### config.mk
export PLATFORM = sky130hd
export DESIGN_NAME = l1_mem_arbiter
export DESIGN_NICKNAME = d
export VERILOG_FILES = /design/src/rtl/l1_mem_arbiter.sv
export SDC_FILE = /design/constraint.sdc
export NUM_CORES = 1
export LEC_CHECK = 0
export ABC_AREA = 1
export BUFFER_PORTS_ARGS = -buffer_cell sky130_fd_sc_hd__buf_2
export CORE_AREA = 2 2 542 544
export CTS_BUF_LIST = sky130_fd_sc_hd__clkbuf_4
export DETAILED_ROUTE_END_ITERATION = 10
export DIE_AREA = 0 0 544 546
export GPL_TIMING_DRIVEN = 0
export HOLD_SLACK_MARGIN = 0.1
export PLACE_DENSITY = 0.3
export SETUP_SLACK_MARGIN = 0.4
export SYNTH_ARGS = -nofsm -noshare
export SYNTH_HDL_FRONTEND = slang
export SYNTH_SLANG_ARGS = --single-unit
### constraint.sdc
create_clock -name clk_in -period 1.6 [get_ports clk_in]
set_clock_uncertainty 0.2 [all_clocks]
set_input_delay 0.24 -clock clk_in [delete_from_list [all_inputs] [get_ports clk_in]]
set_output_delay 0.24 -clock clk_in [all_outputs]
set_load 0.1 [all_outputs]
### src/rtl/l1_mem_arbiter.sv
// Round-robin arbiter sharing one system-memory cache-line port between L1 I$ fills and L1 D$ fills/write-backs.
// One transaction outstanding; the memory acknowledge is routed combinationally back to the owning cache.
module l1_mem_arbiter #(
    parameter int A_SZ   = 32,
    parameter int CL_LEN = 32,
    parameter int CL_SZ  = 5
) (
    input  logic                     clk_in,
    input  logic                     reset_in,
    input  logic                     ic_req_valid,
    output logic                     ic_req_rdy,
    input  logic [A_SZ-CL_SZ-1:0]    ic_req_addr,
    output logic                     ic_ack_valid,
    input  logic                     ic_ack_rdy,
    output logic [CL_LEN*8-1:0]      ic_ack_data,
    input  logic                     dc_req_valid,
    output logic                     dc_req_rdy,
    input  logic [A_SZ-CL_SZ-1:0]    dc_req_addr,
    input  logic                     dc_req_rw,
    input  logic [CL_LEN*8-1:0]      dc_req_wr_data,
    output logic                     dc_ack_valid,
    input  logic                     dc_ack_rdy,
    output logic [CL_LEN*8-1:0]      dc_ack_data,
    output logic                     mem_req_valid,
    input  logic                     mem_req_rdy,
    output logic [A_SZ-CL_SZ-1:0]    mem_req_addr,
    output logic                     mem_req_rw,
    output logic [CL_LEN*8-1:0]      mem_req_wr_data,
    input  logic                     mem_ack_valid,
    output logic                     mem_ack_rdy,
    input  logic [CL_LEN*8-1:0]      mem_ack_data
);

    localparam int CLA_SZ = A_SZ - CL_SZ;
    localparam int DW     = CL_LEN * 8;

    typedef enum logic [1:0] {ARB_IDLE, ARB_REQ, ARB_ACK} arb_state_t;
    typedef enum logic {OWN_IC, OWN_DC} owner_t;

    arb_state_t state;
    owner_t     owner;
    owner_t     last_grant;

    logic grant_ic;
    logic grant_dc;
    logic in_ack;
    logic ic_sel;
    logic dc_sel;

    // A tie goes to whichever cache did not win the previous transaction.
    always_comb begin
        grant_ic = 1'b0;
        grant_dc = 1'b0;
        if (!reset_in && state == ARB_IDLE) begin
            grant_ic = ic_req_valid && (!dc_req_valid || last_grant == OWN_DC);
            grant_dc = dc_req_valid && (!ic_req_valid || last_grant == OWN_IC);
        end
    end

    assign ic_req_rdy = grant_ic;
    assign dc_req_rdy = grant_dc;

    assign in_ack = (state == ARB_ACK) && !reset_in;
    assign ic_sel = in_ack && (owner == OWN_IC);
    assign dc_sel = in_ack && (owner == OWN_DC);

    assign ic_ack_valid = ic_sel && mem_ack_valid;
    assign dc_ack_valid = dc_sel && mem_ack_valid;
    assign ic_ack_data  = ic_sel ? mem_ack_data : {DW{1'b0}};
    assign dc_ack_data  = dc_sel ? mem_ack_data : {DW{1'b0}};
    assign mem_ack_rdy  = (ic_sel && ic_ack_rdy) || (dc_sel && dc_ack_rdy);

    always_ff @(posedge clk_in) begin
        if (reset_in) begin
            state           <= ARB_IDLE;
            owner           <= OWN_IC;
            last_grant      <= OWN_IC;
            mem_req_valid   <= 1'b0;
            mem_req_addr    <= {CLA_SZ{1'b0}};
            mem_req_rw      <= 1'b0;
            mem_req_wr_data <= {DW{1'b0}};
        end else begin
            case (state)
                ARB_IDLE: begin
                    if (grant_ic) begin
                        owner           <= OWN_IC;
                        mem_req_addr    <= ic_req_addr;
                        mem_req_rw      <= 1'b0;
                        mem_req_wr_data <= {DW{1'b0}};
                        mem_req_valid   <= 1'b1;
                        state           <= ARB_REQ;
                    end else if (grant_dc) begin
                        owner           <= OWN_DC;
                        mem_req_addr    <= dc_req_addr;
                        mem_req_rw      <= dc_req_rw;
                        mem_req_wr_data <= dc_req_wr_data;
                        mem_req_valid   <= 1'b1;
                        state           <= ARB_REQ;
                    end
                end
                ARB_REQ: begin
                    if (mem_req_rdy) begin
                        mem_req_valid <= 1'b0;
                        state         <= ARB_ACK;
                    end
                end
                ARB_ACK: begin
                    if (mem_ack_valid && mem_ack_rdy) begin
                        last_grant <= owner;
                        state      <= ARB_IDLE;
                    end
                end
                default: begin
                    mem_req_valid <= 1'b0;
                    state         <= ARB_IDLE;
                end
            endcase
        end
    end

endmodule

# Word level (Yosys, flattened, before mapping)
# Index checks and enable logic that the tools add are counted.
# word_totals
register_bits	289
inputBits	575
# classes
n_eq_ne	5
mux	20
n_bitwise	3
n_reduce_logical	23
# op_table
cell	count
256-bit two-way mux	4
27-bit two-way mux	2
1-bit logical AND	11
1-bit two-way mux	8
2-bit two-way mux	4
2-bit case mux with 3 select lines	1
3-bit AND reduction	2
2-bit AND reduction	2
1-bit zero test	3
1-bit logical OR	3
3-bit != test (second input constant)	1
1-bit NOT	3
1-bit case mux with 3 select lines	1
2-bit by 1-bit equality test with 1-bit output (second input constant)	1
2-bit equality test (second input constant)	1
2-bit zero test	1
2-bit by 1-bit != test with 1-bit output (second input constant)	1
2-bit != test (second input constant)	1
2-bit nonzero test	1

# Longest topological paths before layout
# depth
depth_word	8
mapped_depth	10
depth_no_buf	9

# Least setup slack after synthesis
# No wires, ideal clock.
# synth_timing
path_kind	reg2out
from	register state[1]
to	output ic_ack_data[225]
t_arrival_ps	2393
setup_slack_ps	-1233
stages_incl_launch_ff	9
path_cell_list	dfxtp_1 inv_1 nor2_1 inv_1 nor2_1 nand2_1 buf_2 buf_2 nor2_1
# synth_via
elab_chain_cells	4
# synth_rtl
item	line_no	source
start: declaration	40	arb_state_t state;
start signal: assignment	75	state <= ARB_IDLE;
start signal: assignment	91	state <= ARB_REQ;
start signal: assignment	98	state <= ARB_REQ;
2-bit equality test	63	assign in_ack = (state == ARB_ACK) && !reset_in;
1-bit logical AND	63	
1-bit logical AND	64	assign ic_sel = in_ack && (owner == OWN_IC);
256-bit two-way mux	69	assign ic_ack_data = ic_sel ? mem_ack_data : {DW{1'b0}};
end: declaration	15	output logic [CL_LEN*8-1:0] ic_ack_data,
# No other way between the ends.

# Worst setup path in the final report
# layout_timing
from	register state[1]
to	output ic_ack_data[224]
# The elaborated chain is that of the path after synthesis.

==> impl_metrics.yaml <==
grt:
  grt_pass1_vias: 24500
  grt_first_pass_wirelength_um: 305000
  grt_max_degree: 16
  overflow: 0
  track_usage_pct: 16.6
  antenna_found_initial: 261
power:
  irDropWorstVdd_v: 0.000539
  cellPowerDensity_nw_per_um2: 663
  p_leak_nw: 17.8
hold_path:
  whs_endpoint: "owner"
  hold_class: "input port to flop"
  min_from: "ic_req_valid"
  hold_path_depth: 4
sta:
  slew_violations: 0
  fmax_mhz: 324
  fin_crit_sh_pct: 193
  tightest_slew_ns: 0.947
  finalHoldViolCount: 30
  max-slew-margin-rel_pct: 36.9
  fin_hold_ws_ns: -0.458
  fin_ws_ns: -1.49
  rsz0062_at_grt: "true"
  fin_crit_ns: 3.09
  finalSetupViolCount: 1088
die:
  io_pins: 1377
  dieArea_sq_um: 297000
  initial_core_util_pct: 4.66
  die_h_um: 546
  core_sq_um: 292000
  die_w_um: 544
  rows: 199
clock_tree:
  cts.path.max_buffers: 3
  cts_sinks: 289
  cts_root_buffer: "clkbuf_4"
  path_clk_slew_ns: 0.06
  cts_buffers: 92
  htreeDepth: 3
  cts_hold_buf: 615
  clk-insertion-delay-late_ns: 0.96
  cts_tree: "built"
synth:
  async_flop_share_pct: 0
  synth_area_sq_um: 13600
  synthDistinctLibCells: 19
  synth_area_leaders: "dfxtp_1, nand2_1, nor2_1"
  yosysMostFrequentCell: "nand2_1"
  synth_ff_type: "dfxtp_1"
  synth-seq-cells: 289
  syn_inst: 2197
  syn_area_per_cell_sq_um: 6.20
  synthesis.nets: 2772
  yosys_warnings: 0
  synth_edf_count: 0
  synth_top_area_share_pct: 42.5
  synth_commonest_cells: "nand2_1, nor2_1, dfxtp_1"
  yosysTopAreaCell: "dfxtp_1"
  ys_seq_area_share_pct: 42.5
layout:
  fillers: 33900
  finalNonFillerCells: 8519
  drive_gt1_share_pct: 44.7
  area_growth_pct: 199
  nets: 4880
critical_path:
  path_buf_inv: 5
  cp.required_ns: 1.16
  crit_family: "buffers and inverters"
  cpMaxStageDelayCell: "dfxtp_2"
  cp.arrival_ns: 2.65
  start_kind: "flop"
  r2r_end: "mem_req_wr_data[28]"
  criticalPathCategory: "flop to primary output"
  cp_max_fo: 10
  cp_cell_sequence: "inv_2, nor2_4, inv_2, nor2_4, nand2_8, buf_12, buf_6, nor2_1, buf_6"
  critPathMaxStageDelay_ns: 0.33
  crit_path_end_kind: "primary output"
  r2r_slack_ns: -0.91
  reg2reg_depth: 11
  reg2reg_from: "state[0]"
status:
  status: "complete, but fails checks"
  violations: "hold timing, setup timing"
placed_design:
  gp_congestion: 0.975
  placed_cells: 7491
  portBuffers: 1375
  place_hpwl_um: 231000
  pre_cts_slack_ns: -1.73
routing:
  drtIter0Drc: 1543
  wl_per_cell_um: 30.2
  ant_nets: 0
  drc: 0
  vias: 25200
  firstDrtPassIters: 5
  via_per_inst: 2.95
  routed_wl_um: 258000
flow_run:
  cap_violations: 0
==> where the power goes <==
group          leakage (nW)  switching, W  internal (W)
clock                 0.753       0.00419       0.00449
combinational          14.7       0.00769       0.00278
sequential             2.36      0.000233       0.00761
==> routing by layer <==
metal	track usage [%]	wire length (um)
met5	0.633	826
met1	15.7	84300
met2	27.2	118000
met3	11.6	40500
met4	7.50	14100
==> cell usage in the layout, fill, tap and decap left out <==
master / Yosys / routed
buf_8: 0 / 10
nor2_2: 0 / 49
nand3_1: 3 / 3
dfxtp_2: 0 / 2
dfxtp_1: 289 / 287
nand2_1: 615 / 613
buf_16: 0 / 6
bufinv_16: 0 / 3
o21ai_0: 27 / 27
clkinvlp_4: 0 / 1
buf_12: 0 / 260
inv_1: 267 / 264
inv_4: 1 / 1
buf_6: 14 / 87
dlygate4sd3_1: 0 / 615
inv_6: 0 / 1
buf_4: 18 / 221
clkbuf_4: 0 / 140
clkinv_2: 0 / 8
nand2_4: 1 / 2
clkinv_8: 0 / 2
buf_2: 80 / 922
clkbuf_1: 40 / 34
inv_2: 2 / 3
clkbuf_16: 0 / 12
clkbuf_8: 0 / 1
diode_2: 0 / 222
nor2_4: 1 / 220
nand3b_1: 1 / 1
clkinv_1: 0 / 13
a21oi_1: 259 / 259
nand2_2: 2 / 1
inv_8: 0 / 1
nand2_8: 0 / 2
nand4_1: 1 / 1
nor2_1: 574 / 306
==> worst max path at each step <==
stage / slack [ns] / from / endpoint / cells after the start
after floorplan: -1.15 / state[1] / ic_ack_data[135] / 8
after global placement: -1.72 / reset_in / ic_ack_data[7] / 6
after detailed placement: -1.73 / reset_in / dc_ack_data[63] / 7
after CTS: -1.74 / state[1] / ic_ack_data[32] / 9
after global routing: -1.68 / state[1] / ic_ack_data[197] / 9
final: -1.49 / state[1] / ic_ack_data[224] / 9
==> cell type report <==
class	count	area [sq um]	area share [%]
clock buffer	140	1050	2.58
inverter	270	1030	2.53
clock inverter	27	218	0.535
tap	3919	4900	12.1
multi-input combinational	1484	7760	19.1
timing repair buffer	2014	18000	44.2
sequential	289	5790	14.2
buffer	154	1390	3.41
antenna	222	556	1.37
==> registers in the layout (all words and copies together) (netlist names) <==
name,count
mem_req_wr_data,256
mem_req_addr,27
state,2
last_grant,1
mem_req_rw,1
mem_req_valid,1
owner,1
==> tightest hold or removal path, delay by kind of cell <==
| family | cells | cell delay [ns] |
|---|---|---|
| AND/OR/NAND/NOR | 2 | 0.19 |
| buffers and inverters | 1 | 0.11 |
| AO/OA/AOI/OAI | 1 | 0.10 |
==> through the flow <==
stage	util (%)	TNS, ns	hold WS [ns]	power [W]	cell area (sq um)
global placement	8.82	-868.43	0.246	0.0166	25800
detailed placement	8.82	-868.67	0.251	0.0166	25800
finish	13.9	-1054.55	-0.458	0.0270	40700
CTS	12.6	-1276.89	-0.659	0.0274	36800
global route	13.8	-1274.05	-0.590	0.0283	40400
floorplan	-	-547.41	0.181	0.0132	14000
==> logic make-up (layout without fill, tap and decap cells) <==
group	after synthesis	after routing	synth area share (%)
buffers and inverters	424	2605	13.7
other	0	222	0
and+or+nand+nor	1198	1198	33.3
DFF	289	289	42.5
AOI/OAI and AO/OA	286	286	10.5
==> what timing repair did <==
item                                    4_1_cts  5_1_grt
pin swaps                                     8        8
endpoints found under the setup margin     1091     1091
buffers inserted                              6        7
cloned                                        4        7
gates resized for setup                    1077      813
endpoints found under the hold margin       289       82
(Power assumes the default switching activity.)
